`src/rtl/spi_bus_arbiter_if.sv`:
```
// Bundled requester and SPI_Master-side signals of spi_bus_arbiter.
// The "master" modport is the arbiter's view; "slave" is the environment's view.
interface spi_bus_arbiter_if #(
    parameter int unsigned N_REQ = 2
);
    logic [N_REQ-1:0]   req_i;
    logic [N_REQ-1:0]   gnt_o;
    logic [N_REQ-1:0]   tx_valid_i;
    logic [N_REQ-1:0]   tx_last_i;
    logic [8*N_REQ-1:0] tx_data_i;
    logic [N_REQ-1:0]   tx_ready_o;
    logic [N_REQ-1:0]   rx_valid_o;
    logic [7:0]         rx_data_o;
    logic [N_REQ-1:0]   ss_n_o;
    logic               ena_2clk_o;
    logic               spi_start_o;
    logic               spi_ack_o;
    logic [7:0]         spi_tx_o;
    logic               spi_busy_i;
    logic [7:0]         spi_rx_i;
    logic               timeout_o;

    modport master (
        input  req_i, tx_valid_i, tx_last_i, tx_data_i, spi_busy_i, spi_rx_i,
        output gnt_o, tx_ready_o, rx_valid_o, rx_data_o, ss_n_o, ena_2clk_o,
        output spi_start_o, spi_ack_o, spi_tx_o, timeout_o
    );

    modport slave (
        output req_i, tx_valid_i, tx_last_i, tx_data_i, spi_busy_i, spi_rx_i,
        input  gnt_o, tx_ready_o, rx_valid_o, rx_data_o, ss_n_o, ena_2clk_o,
        input  spi_start_o, spi_ack_o, spi_tx_o, timeout_o
    );
endinterface

```
`src/rtl/spi_bus_arbiter.sv`:
```
// Round-robin arbiter sharing one SPI_Master between N_REQ requesters for whole transactions.
// Optional per-byte busy watchdog enabled by defining SPI_ARB_TIMEOUT_EN.
module spi_bus_arbiter #(
    parameter int unsigned N_REQ    = 2,
    parameter int unsigned CLK_DIV  = 4,
    parameter int unsigned SS_SETUP = 2,
    parameter int unsigned SS_HOLD  = 2,
    parameter int unsigned TIMEOUT  = 1024
) (
    input  logic              clk,
    input  logic              rst_n,
    spi_bus_arbiter_if.master bus
);

    localparam int unsigned IDX_W   = $clog2(N_REQ);
    localparam int unsigned ROT_W   = $clog2(2 * N_REQ);
    localparam int unsigned DIV_W   = $clog2(CLK_DIV);
    localparam int unsigned CNT_MAX = (SS_SETUP > SS_HOLD) ? SS_SETUP : SS_HOLD;
    localparam int unsigned CNT_W   = $clog2(CNT_MAX + 1);

    if (N_REQ < 2 || N_REQ > 8 || CLK_DIV < 2 || SS_SETUP < 1 || SS_HOLD < 1 ||
        TIMEOUT < 1) begin : g_param_check
        $error("spi_bus_arbiter: parameter out of range");
    end

    typedef enum logic [2:0] {
        StIdle,
        StSetup,
        StWaitData,
        StWaitBusy,
        StXfer,
        StHold
    } state_e;

    state_e             r_state, w_state_next;
    logic [DIV_W-1:0]   r_div;
    logic [N_REQ-1:0]   r_gnt, w_gnt_next;
    logic [IDX_W-1:0]   r_gidx, w_gidx_next;
    logic [IDX_W-1:0]   r_ptr, w_ptr_next;
    logic [CNT_W-1:0]   r_cnt, w_cnt_next;
    logic [7:0]         r_tx, w_tx_next;
    logic               r_last, w_last_next;
    logic               r_start, w_start_next;
    logic               r_ack, w_ack_next;
    logic [N_REQ-1:0]   r_rx_valid, w_rx_valid_next;
    logic [7:0]         r_rx_data, w_rx_data_next;
    logic [N_REQ-1:0]   w_tx_ready;

    logic [2*N_REQ-1:0] w_req_dbl;
    logic [N_REQ-1:0]   w_req_rot;
    logic [ROT_W-1:0]   w_base;
    logic [ROT_W-1:0]   w_win_sum;
    logic [IDX_W-1:0]   w_win_off;
    logic [IDX_W-1:0]   w_win_idx;
    logic [N_REQ-1:0]   w_win_oh;
    logic               w_win_found;

    logic               w_g_valid;
    logic               w_g_last;
    logic               w_g_req;
    logic [7:0]         w_g_data;

`ifdef SPI_ARB_TIMEOUT_EN
    localparam int unsigned TMO_W = $clog2(TIMEOUT + 1);
    logic [TMO_W-1:0]   r_tmo, w_tmo_next;
    logic               r_timeout, w_timeout_next;
    logic               w_tmo_hit;
`endif

    // Free-running SCK enable divider, independent of the transaction FSM.
    always_ff @(posedge clk or negedge rst_n) begin
        if (!rst_n) begin
            r_div <= '0;
        end else if (r_div == DIV_W'(CLK_DIV - 1)) begin
            r_div <= '0;
        end else begin
            r_div <= r_div + DIV_W'(1);
        end
    end

    // Rotate requests so bit 0 is the requester just after the pointer.
    assign w_req_dbl = {bus.req_i, bus.req_i};
    assign w_base    = ROT_W'(r_ptr) + ROT_W'(1);
    assign w_req_rot = w_req_dbl[w_base +: N_REQ];

    always_comb begin
        w_win_found = 1'b0;
        w_win_off   = '0;
        for (int i = int'(N_REQ) - 1; i >= 0; i--) begin
            if (w_req_rot[i]) begin
                w_win_found = 1'b1;
                w_win_off   = IDX_W'(i);
            end
        end
    end

    assign w_win_sum = w_base + ROT_W'(w_win_off);
    assign w_win_idx = (w_win_sum >= ROT_W'(N_REQ)) ? IDX_W'(w_win_sum - ROT_W'(N_REQ))
                                                    : IDX_W'(w_win_sum);
    assign w_win_oh  = N_REQ'(1) << w_win_idx;

    assign w_g_valid = bus.tx_valid_i[r_gidx];
    assign w_g_last  = bus.tx_last_i[r_gidx];
    assign w_g_req   = bus.req_i[r_gidx];
    assign w_g_data  = bus.tx_data_i[{r_gidx, 3'b000} +: 8];

`ifdef SPI_ARB_TIMEOUT_EN
    assign w_tmo_hit = ((r_state == StWaitBusy) || (r_state == StXfer)) &&
                       (r_tmo == TMO_W'(TIMEOUT - 1));
`endif

    always_comb begin
        w_state_next    = r_state;
        w_gnt_next      = r_gnt;
        w_gidx_next     = r_gidx;
        w_ptr_next      = r_ptr;
        w_cnt_next      = r_cnt;
        w_tx_next       = r_tx;
        w_last_next     = r_last;
        w_rx_data_next  = r_rx_data;
        w_start_next    = 1'b0;
        w_ack_next      = 1'b0;
        w_rx_valid_next = '0;
        w_tx_ready      = '0;
`ifdef SPI_ARB_TIMEOUT_EN
        w_tmo_next      = r_tmo;
        w_timeout_next  = r_timeout;
`endif

        unique case (r_state)
            StIdle: begin
                if (w_win_found) begin
                    w_gnt_next   = w_win_oh;
                    w_gidx_next  = w_win_idx;
                    w_cnt_next   = '0;
                    w_state_next = StSetup;
                end
            end
            StSetup: begin
                if (r_cnt == CNT_W'(SS_SETUP - 1)) begin
                    w_cnt_next   = '0;
                    w_state_next = StWaitData;
                end else begin
                    w_cnt_next = r_cnt + CNT_W'(1);
                end
            end
            StWaitData: begin
                if (w_g_valid) begin
                    w_tx_ready   = r_gnt;
                    w_tx_next    = w_g_data;
                    w_last_next  = w_g_last;
                    w_start_next = 1'b1;
`ifdef SPI_ARB_TIMEOUT_EN
                    w_tmo_next   = '0;
`endif
                    w_state_next = StWaitBusy;
                end else if (!w_g_req) begin
                    w_cnt_next   = '0;
                    w_state_next = StHold;
                end
            end
            StWaitBusy: begin
                if (bus.spi_busy_i) begin
                    w_state_next = StXfer;
                end
            end
            StXfer: begin
                if (!bus.spi_busy_i) begin
                    w_rx_data_next  = bus.spi_rx_i;
                    w_rx_valid_next = r_gnt;
                    w_ack_next      = 1'b1;
                    w_cnt_next      = '0;
                    w_state_next    = r_last ? StHold : StWaitData;
                end
            end
            StHold: begin
                if (r_cnt == CNT_W'(SS_HOLD - 1)) begin
                    w_gnt_next   = '0;
                    w_ptr_next   = r_gidx;
                    w_state_next = StIdle;
                end else begin
                    w_cnt_next = r_cnt + CNT_W'(1);
                end
            end
            default: begin
                w_gnt_next   = '0;
                w_state_next = StIdle;
            end
        endcase

`ifdef SPI_ARB_TIMEOUT_EN
        if ((r_state == StWaitBusy) || (r_state == StXfer)) begin
            w_tmo_next = r_tmo + TMO_W'(1);
        end
        // A byte finishing on the very last allowed cycle still counts as good.
        if (w_tmo_hit && !((r_state == StXfer) && !bus.spi_busy_i)) begin
            w_timeout_next  = 1'b1;
            w_ack_next      = 1'b1;
            w_rx_valid_next = r_gnt;
            w_rx_data_next  = 8'hFF;
            w_cnt_next      = '0;
            w_state_next    = StHold;
        end
`endif
    end

    always_ff @(posedge clk or negedge rst_n) begin
        if (!rst_n) begin
            r_state    <= StIdle;
            r_gnt      <= '0;
            r_gidx     <= '0;
            r_ptr      <= IDX_W'(N_REQ - 1);
            r_cnt      <= '0;
            r_tx       <= '0;
            r_last     <= 1'b0;
            r_start    <= 1'b0;
            r_ack      <= 1'b0;
            r_rx_valid <= '0;
            r_rx_data  <= '0;
        end else begin
            r_state    <= w_state_next;
            r_gnt      <= w_gnt_next;
            r_gidx     <= w_gidx_next;
            r_ptr      <= w_ptr_next;
            r_cnt      <= w_cnt_next;
            r_tx       <= w_tx_next;
            r_last     <= w_last_next;
            r_start    <= w_start_next;
            r_ack      <= w_ack_next;
            r_rx_valid <= w_rx_valid_next;
            r_rx_data  <= w_rx_data_next;
        end
    end

`ifdef SPI_ARB_TIMEOUT_EN
    always_ff @(posedge clk or negedge rst_n) begin
        if (!rst_n) begin
            r_tmo     <= '0;
            r_timeout <= 1'b0;
        end else begin
            r_tmo     <= w_tmo_next;
            r_timeout <= w_timeout_next;
        end
    end

    assign bus.timeout_o = r_timeout;
`else
    assign bus.timeout_o = 1'b0;
`endif

    assign bus.gnt_o       = r_gnt;
    assign bus.ss_n_o      = ~r_gnt;
    assign bus.tx_ready_o  = w_tx_ready;
    assign bus.rx_valid_o  = r_rx_valid;
    assign bus.rx_data_o   = r_rx_data;
    assign bus.ena_2clk_o  = (r_div == DIV_W'(CLK_DIV - 1));
    assign bus.spi_start_o = r_start;
    assign bus.spi_ack_o   = r_ack;
    assign bus.spi_tx_o    = r_tx;

endmodule

```
`src/flat_wrapper.sv`:
```
// flat-port wrapper written by rule: the top's interface ports become plain ports
module spi_bus_arbiter_flat 
#(
    parameter int unsigned N_REQ    = 2,
    parameter int unsigned CLK_DIV  = 4,
    parameter int unsigned SS_SETUP = 2,
    parameter int unsigned SS_HOLD  = 2,
    parameter int unsigned TIMEOUT  = 1024
)
  (clk, rst_n, bus_req_i, bus_tx_valid_i, bus_tx_last_i, bus_tx_data_i, bus_spi_busy_i, bus_spi_rx_i, bus_gnt_o, bus_tx_ready_o, bus_rx_valid_o, bus_rx_data_o, bus_ss_n_o, bus_ena_2clk_o, bus_spi_start_o, bus_spi_ack_o, bus_spi_tx_o, bus_timeout_o);
  spi_bus_arbiter_if #(.N_REQ(N_REQ)) bus_i ();
  input  logic clk;
  input  logic rst_n;
  input wire logic [$bits(bus_i.req_i)-1:0] bus_req_i;
  input wire logic [$bits(bus_i.tx_valid_i)-1:0] bus_tx_valid_i;
  input wire logic [$bits(bus_i.tx_last_i)-1:0] bus_tx_last_i;
  input wire logic [$bits(bus_i.tx_data_i)-1:0] bus_tx_data_i;
  input wire logic [$bits(bus_i.spi_busy_i)-1:0] bus_spi_busy_i;
  input wire logic [$bits(bus_i.spi_rx_i)-1:0] bus_spi_rx_i;
  output wire logic [$bits(bus_i.gnt_o)-1:0] bus_gnt_o;
  output wire logic [$bits(bus_i.tx_ready_o)-1:0] bus_tx_ready_o;
  output wire logic [$bits(bus_i.rx_valid_o)-1:0] bus_rx_valid_o;
  output wire logic [$bits(bus_i.rx_data_o)-1:0] bus_rx_data_o;
  output wire logic [$bits(bus_i.ss_n_o)-1:0] bus_ss_n_o;
  output wire logic [$bits(bus_i.ena_2clk_o)-1:0] bus_ena_2clk_o;
  output wire logic [$bits(bus_i.spi_start_o)-1:0] bus_spi_start_o;
  output wire logic [$bits(bus_i.spi_ack_o)-1:0] bus_spi_ack_o;
  output wire logic [$bits(bus_i.spi_tx_o)-1:0] bus_spi_tx_o;
  output wire logic [$bits(bus_i.timeout_o)-1:0] bus_timeout_o;
  assign bus_i.req_i = bus_req_i;
  assign bus_i.tx_valid_i = bus_tx_valid_i;
  assign bus_i.tx_last_i = bus_tx_last_i;
  assign bus_i.tx_data_i = bus_tx_data_i;
  assign bus_i.spi_busy_i = bus_spi_busy_i;
  assign bus_i.spi_rx_i = bus_spi_rx_i;
  assign bus_gnt_o = bus_i.gnt_o;
  assign bus_tx_ready_o = bus_i.tx_ready_o;
  assign bus_rx_valid_o = bus_i.rx_valid_o;
  assign bus_rx_data_o = bus_i.rx_data_o;
  assign bus_ss_n_o = bus_i.ss_n_o;
  assign bus_ena_2clk_o = bus_i.ena_2clk_o;
  assign bus_spi_start_o = bus_i.spi_start_o;
  assign bus_spi_ack_o = bus_i.spi_ack_o;
  assign bus_spi_tx_o = bus_i.spi_tx_o;
  assign bus_timeout_o = bus_i.timeout_o;
  spi_bus_arbiter #(.N_REQ(N_REQ), .CLK_DIV(CLK_DIV), .SS_SETUP(SS_SETUP), .SS_HOLD(SS_HOLD), .TIMEOUT(TIMEOUT)) u_core (.clk(clk), .rst_n(rst_n), .bus(bus_i));
endmodule
```
`config.mk`:
```
export PLATFORM = sky130hd
export DESIGN_NAME = spi_bus_arbiter_flat
export DESIGN_NICKNAME = d
export VERILOG_FILES = /design/src/rtl/spi_bus_arbiter_if.sv /design/src/rtl/spi_bus_arbiter.sv /design/src/flat_wrapper.sv
export SDC_FILE = /design/constraint.sdc
export NUM_CORES = 1
export LEC_CHECK = 0
export ABC_AREA = 1
export BUFFER_PORTS_ARGS = -buffer_cell sky130_fd_sc_hd__buf_2
export CAP_MARGIN = 20
export CORE_ASPECT_RATIO = 1.1
export CORE_MARGIN = 2
export CORE_UTILIZATION = 40
export DETAILED_ROUTE_END_ITERATION = 7
export PLACE_DENSITY_LB_ADDON = 0.2
export SYNTH_ARGS = -nofsm -noshare
export SYNTH_HDL_FRONTEND = slang
export SYNTH_SLANG_ARGS = --single-unit
```
`constraint.sdc`:
```
create_clock -name clk -period 3.4 [get_ports clk]
set_input_delay 0.51 -clock clk [delete_from_list [all_inputs] [get_ports clk]]
set_output_delay 0.51 -clock clk [all_outputs]
set_load 0.01 [all_outputs]
```
# After elaboration in Yosys (flattened, before gate mapping)
# Index checks and enable logic that the tools add are counted.
dict set report word_totals {
  latch_bits 0
  output_inout_bits 28
  romBits 0
  inputBits 33
  elab_cells 89
  ramBits 0
  regBits 32
  mem_count 0
}
dict set report classes {
  magnitude_cmp 2
  reduce_logical 10
  bitwise_logic 3
  div 0
  n_eq_ne 16
  n_addsub 5
  mul 0
  muxes 38
  n_shift 3
}
# op count
set ops {}
lappend ops {{2-to-1 mux 2 bit} 13}
lappend ops {{2-to-1 mux 3 bit} 8}
lappend ops {{case mux 3 bit (6 select lines)} 1}
lappend ops {{indexed part select 16 x 5 -> 8 bit} 1}
lappend ops {{2-to-1 mux 1 bit} 14}
lappend ops {{AND reduction 6 bit} 2}
lappend ops {{!= test 2 bit (second input constant)} 5}
lappend ops {{case mux 2 bit (5 select lines)} 1}
lappend ops {{AND reduction 2 bit} 4}
lappend ops {{== test 3 x 2 -> 1 bit (second input constant)} 2}
lappend ops {{== test 3 bit (second input constant)} 2}
lappend ops {{!= test 2 x 1 -> 1 bit (second input constant)} 3}
lappend ops {{case mux 2 bit (3 select lines)} 1}
lappend ops {{nonzero test 5 bit} 1}
lappend ops {{adder 2 x 1 -> 2 bit (second input constant)} 2}
lappend ops {{OR reduction 4 bit} 1}
lappend ops {{indexed part select 4 x 3 -> 2 bit} 1}
lappend ops {{== test 3 x 1 -> 1 bit (second input constant)} 1}
lappend ops {{logical NOT 3 bit} 1}
lappend ops {{!= test 3 x 2 -> 1 bit (second input constant)} 1}
lappend ops {{AND reduction 3 bit} 1}
lappend ops {{adder 1 x 1 -> 2 bit (second input constant)} 1}
lappend ops {{adder 2 x 1 -> 2 bit} 1}
lappend ops {{== test 2 x 1 -> 1 bit (second input constant)} 1}
lappend ops {{other kinds (7)} 8}

# Depth between registers and ports, before layout
dict set report depth {
  depth_word 10
  depth_mapped 9
  ltp_nobuf 9
}

# Least setup slack after synthesis
# OpenSTA, ideal clock, no wires.
dict set report synth_timing {
  path_type {register -> output}
  from {register u_core.r_state[0]}
  to {output port bus_tx_ready_o[0]}
  path_stages_with_launch 7
  t_required_ps 2890
  slack_ps 1747
  n_path_buf 1
  t_arrival_ps 1143
  path_cell_list {dfrtp_1 -> inv_1 -> nand3_2 -> nor2_4 -> buf_6 -> inv_1 -> nor2_1}
}
dict set report synth_via {
  elab_chain_len 2
}
# element line
set synth_lines {}
lappend synth_lines {{start: declaration} spi_bus_arbiter.sv:35} ;# state_e r_state, w_state_next;
lappend synth_lines {{start signal: assignment} spi_bus_arbiter.sv:209} ;# r_state <= StIdle;
lappend synth_lines {{start signal: assignment} spi_bus_arbiter.sv:221} ;# r_state <= w_state_next;
lappend synth_lines {{== test 3 x 2 -> 1 bit} spi_bus_arbiter.sv:130} ;# unique case (r_state)
lappend synth_lines {{2-to-1 mux 2 bit} spi_bus_arbiter.sv:130}
lappend synth_lines {{end: declaration} flat_wrapper.sv:21} ;# output wire logic [$bits(bus_i.tx_ready_o)-1:0] bus_tx_ready_o;
# Every way passes these cells.

# Final worst setup path
dict set report layout_timing {
  from {register u_core.r_gidx}
  to {output port bus_tx_ready_o[1]}
}
dict set report layout_via {
  elab_chain_len 4
}
# element line
set layout_lines {}
lappend layout_lines {{start: declaration} spi_bus_arbiter.sv:38} ;# logic [IDX_W-1:0] r_gidx, w_gidx_next;
lappend layout_lines {{start signal: assignment} spi_bus_arbiter.sv:223} ;# r_gidx <= w_gidx_next;
lappend layout_lines {{2-to-1 mux 1 bit (implied by the code) (2 in series)} spi_bus_arbiter.sv:102} ;# assign w_g_valid = bus.tx_valid_i[r_gidx];
lappend layout_lines {{2-to-1 mux 2 bit} spi_bus_arbiter.sv:148} ;# if (w_g_valid) begin
lappend layout_lines {{2-to-1 mux 2 bit} spi_bus_arbiter.sv:130}
# Every way passes these cells. The select of a mux whose other input is x is not followed.

==> impl_summary.log <==
INFO  metric gp_congestion = 0.773
INFO  metric power.density = 820 nW/um2
INFO  metric reg2regPathDepth = 8
INFO  metric timing.max_cap.violations = 0
INFO  metric horiz_die_dim = 64.6 um
INFO  metric start_kind = flip-flop
INFO  metric top_signal_layer_used = met4
INFO  metric dpl-instance-area = 1940 um2
INFO  metric multi_input_area = 704 um2
INFO  metric starting_density_of_the_core = 41.0%
INFO  metric critical_path_buf_inv_count = 5
INFO  metric detail_route.wirelength.met1 = 1.55 mm
INFO  metric drive_above_1_share = 32.5%
INFO  metric placed_cells = 300
INFO  metric cts_post_setup_buffers_inserted = 0
INFO  metric num_ports = 61
INFO  metric met3_wirelength = 212 um
INFO  metric slew_headroom = 53.6%
INFO  metric cts-root-buf = sky130_fd_sc_hd__clkbuf_8
INFO  metric cts_hold_repair.buffers = 0
INFO  metric dominant_combinational_cell_family_by_area_after_synthesis = simple AND/OR/NAND/NOR gates
INFO  metric worstHoldPathType = in -> async
INFO  metric crit_path_frequent_cell = sky130_fd_sc_hd__inv_1
INFO  metric clkSlewWorstSetupHoldPaths = 0.06 ns
INFO  metric floorplan.die.height = 70.6 um
INFO  metric syn-num-nets = 230
INFO  metric worst_margin_slew = 0.696 ns
INFO  metric via_per_inst = 4.65
INFO  metric design.core.area = 3930 um2
INFO  metric number_of_instances_in_the_synthesized_netlist = 194
INFO  metric cp.required = 2.89 ns
INFO  metric layout_worst_path_cycle_share = 74.7%
INFO  metric detailed_route_wl = 3.36 mm
INFO  metric worst_flop_to_flop_path_startpoint = u_core.r_gidx$_DFFE_PN0P_
INFO  metric clock_buffer_count_from_cts = 5
INFO  metric post_synth_fa_ha_maj_area_fraction = 2.33%
INFO  metric antenna_nets_post_route = 0
INFO  metric setup_viol = 0
INFO  metric totalPowerFinal = 1.66 mW
INFO  metric setup_tns = 0 ns
INFO  metric place.detailed.hpwl = 2.54 mm
INFO  metric cp_slowest_stage_delay = 0.51 ns
INFO  metric period_needed = 2.54 ns
INFO  metric fmax = 394 MHz
INFO  metric area.growth.synth_to_final = 25.1%
INFO  metric post_drt_wl_per_cell = 10.9 um
INFO  metric wire_length_of_the_first_global_routing_pass = 5.55 mm
INFO  metric gr-usage-all-layers = 16.1%
INFO  metric report.final.hold_viol_count = 0
INFO  metric grt_setup_unrepaired = no
INFO  metric detailroute.wirelength.met2 = 1.56 mm
INFO  metric synth.lib_cells_used.distinct = 21
INFO  metric synth.mux.area_fraction = 0%
INFO  metric n_antenna_cell = 0
INFO  metric worst_clock_skew_on_the_final_layout = 0.00469 ns
INFO  metric run_status = finished, final reports clean
INFO  metric routed-via-count = 1429
INFO  metric fillers = 383
INFO  metric layout.cells.most_common_list = 72 x sky130_fd_sc_hd__nand2_1, 59 x sky130_fd_sc_hd__buf_2, 31 x sky130_fd_sc_hd__dfrtp_1
INFO  metric yosys.area_share.simple = 30.7%
INFO  metric cts_buffer_depth = 2
INFO  metric timing.critical_path.cells = inv_1 > nand2_1 > nand2_1 > inv_1 > nor2_4 > buf_4 > inv_1 > nor2_1 > buf_2
INFO  metric layout.cells.most_common = sky130_fd_sc_hd__nand2_1
INFO  metric crit_fanout = 21
INFO  metric initial_antenna_violation_count = 0
INFO  metric globalRouteOverflowTotal = 0
INFO  metric cts_tree = built
INFO  metric synth-compound-area-share = 10.4%
INFO  metric synth_area_in_xor_xnor = 0%
INFO  metric critical_path_arrival = 2.03 ns
INFO  metric criticalPathCategory = reg -> out
INFO  metric drt-initial-drc-count = 80
INFO  metric worst-r2r-setup-slack = 1.65 ns
INFO  metric post-route-drc-count = 0
INFO  metric rows = 24
INFO  metric cp_slowest_cell = sky130_fd_sc_hd__dfrtp_1
INFO  metric clock_tree.htree_level_count = 2
INFO  metric syn_area = 1610 um2
INFO  metric drt_pass1_iterations = 4
INFO  metric insertion_delay = 0.28 ns
INFO  metric post-route-cell-area = 2020 um2
INFO  metric cts-resized-gates = 0
INFO  metric grt_pass1_vias = 1223
INFO  metric finish.net_count = 291
INFO  metric instances_no_fill = 307
INFO  metric yosys_warnings = 0
INFO  metric peakVddDrop = 0.000429 V
INFO  metric grt_start_max_net_pins = 33
INFO  metric critical_path.top_delay_family = buffers and inverters
INFO  metric seq_area_frac_synth = 49.7%
INFO  metric synthesis.area_per_instance = 8.32 um2
INFO  metric synth.ff_latch_count = 32
INFO  metric report.final.slew_viol_count = 0
INFO  metric seq_area = 802 um2
INFO  metric placement.io_buffers = 59
INFO  metric leakage = 1.10 nW
INFO  metric die-area = 4560 um2
INFO  metric clkSinkCount = 32
INFO  metric r2r_end = u_core.bus.spi_tx_o[6]$_DFFE_PN0P_
INFO  metric worst_setup_path_end_kind = output pin
-- per-stage QoR --
| stage | setup slack [ns] | utilization (%) | hold slack, ns |
|---|---|---|---|
| 5_1_grt | 0.650 | 51.3 | 0.337 |
| 3_3_place_gp | 1.17 | 49.4 | 0.416 |
| 2_1_floorplan | 1.75 | - | 0.214 |
| 4_1_cts | 0.829 | 51.3 | 0.299 |
| 6_report | 0.860 | 51.3 | 0.278 |
| 3_5_place_dp | 1.15 | 49.4 | 0.426 |
-- logic make-up (layout without fill, tap and decap cells) --
kind of cell,Yosys count,after routing
fa+ha+maj,3,3
other cells,1,1
compound gates,19,19
flops,32,32
simple gates,115,115
buf+inv,24,85
-- flip-flops by register name (all words and copies together) (netlist names) --
register                flops
u_core.bus.gnt_o            2
u_core.r_ptr                1
u_core.bus.rx_valid_o       2
u_core.bus.rx_data_o        8
u_core.bus.spi_start_o      1
u_core.r_last               1
u_core.r_cnt                2
u_core.r_div                2
u_core.r_gidx               1
u_core.bus.spi_ack_o        1
u_core.bus.spi_tx_o         8
u_core.r_state              3
-- area by class of cell --
| class | count | share of cell area [%] |
|---|---|---|
| sequential | 32 | 39.7 |
| multi-input combinational | 138 | 34.9 |
| timing repair buffer | 60 | 15.0 |
| clock buffer | 6 | 3.59 |
| inverter | 18 | 3.35 |
| tap | 52 | 3.22 |
| clock inverter | 1 | 0.248 |
-- worst max path at each step --
stage | end | start | cells after the start | slack [ns]
after floorplan | bus_tx_ready_o[0] | u_core.r_state[0]$_DFFE_PN0P_ | 6 | 1.75
after global placement | bus_tx_ready_o[1] | u_core.r_gidx$_DFFE_PN0P_ | 9 | 1.17
after detailed placement | bus_tx_ready_o[0] | u_core.r_gidx$_DFFE_PN0P_ | 9 | 1.15
after CTS | bus_tx_ready_o[1] | u_core.r_gidx$_DFFE_PN0P_ | 9 | 0.83
after global routing | bus_tx_ready_o[0] | u_core.r_gidx$_DFFE_PN0P_ | 9 | 0.65
final | bus_tx_ready_o[1] | u_core.r_gidx$_DFFE_PN0P_ | 9 | 0.86
-- cell usage after synthesis (all sizes together) --
cell    count  area [um2]
buf         5        36.3
o21bai      1        7.51
nand2      72         270
ha          3        37.5
nor2       25         126
dfstp       1        26.3
clkbuf      1        3.75
o211ai      1        7.51
inv        18        67.6
nand4       3        18.8
conb        1        3.75
dfrtp      31         776
o21ai       8        40.0
a31oi       9         113
nand3      15        80.1
-- power breakdown --
| part | leakage, nW | total, mW | internal (mW) | switching, mW |
|---|---|---|---|---|
| sequential | 0.393 | 0.672 | 0.540 | 0.133 |
| clock | 0.0410 | 0.265 | 0.139 | 0.126 |
| combinational | 0.668 | 0.720 | 0.289 | 0.431 |
-- per-layer routing --
layer	vias to the layer above	GRT usage (%)
li1	737	-
met1	643	21.5
met2	44	24.5
met3	5	4.77
met4	0	7.09
met5	-	0
No activity file was read; power rests on OpenSTA's default activity.
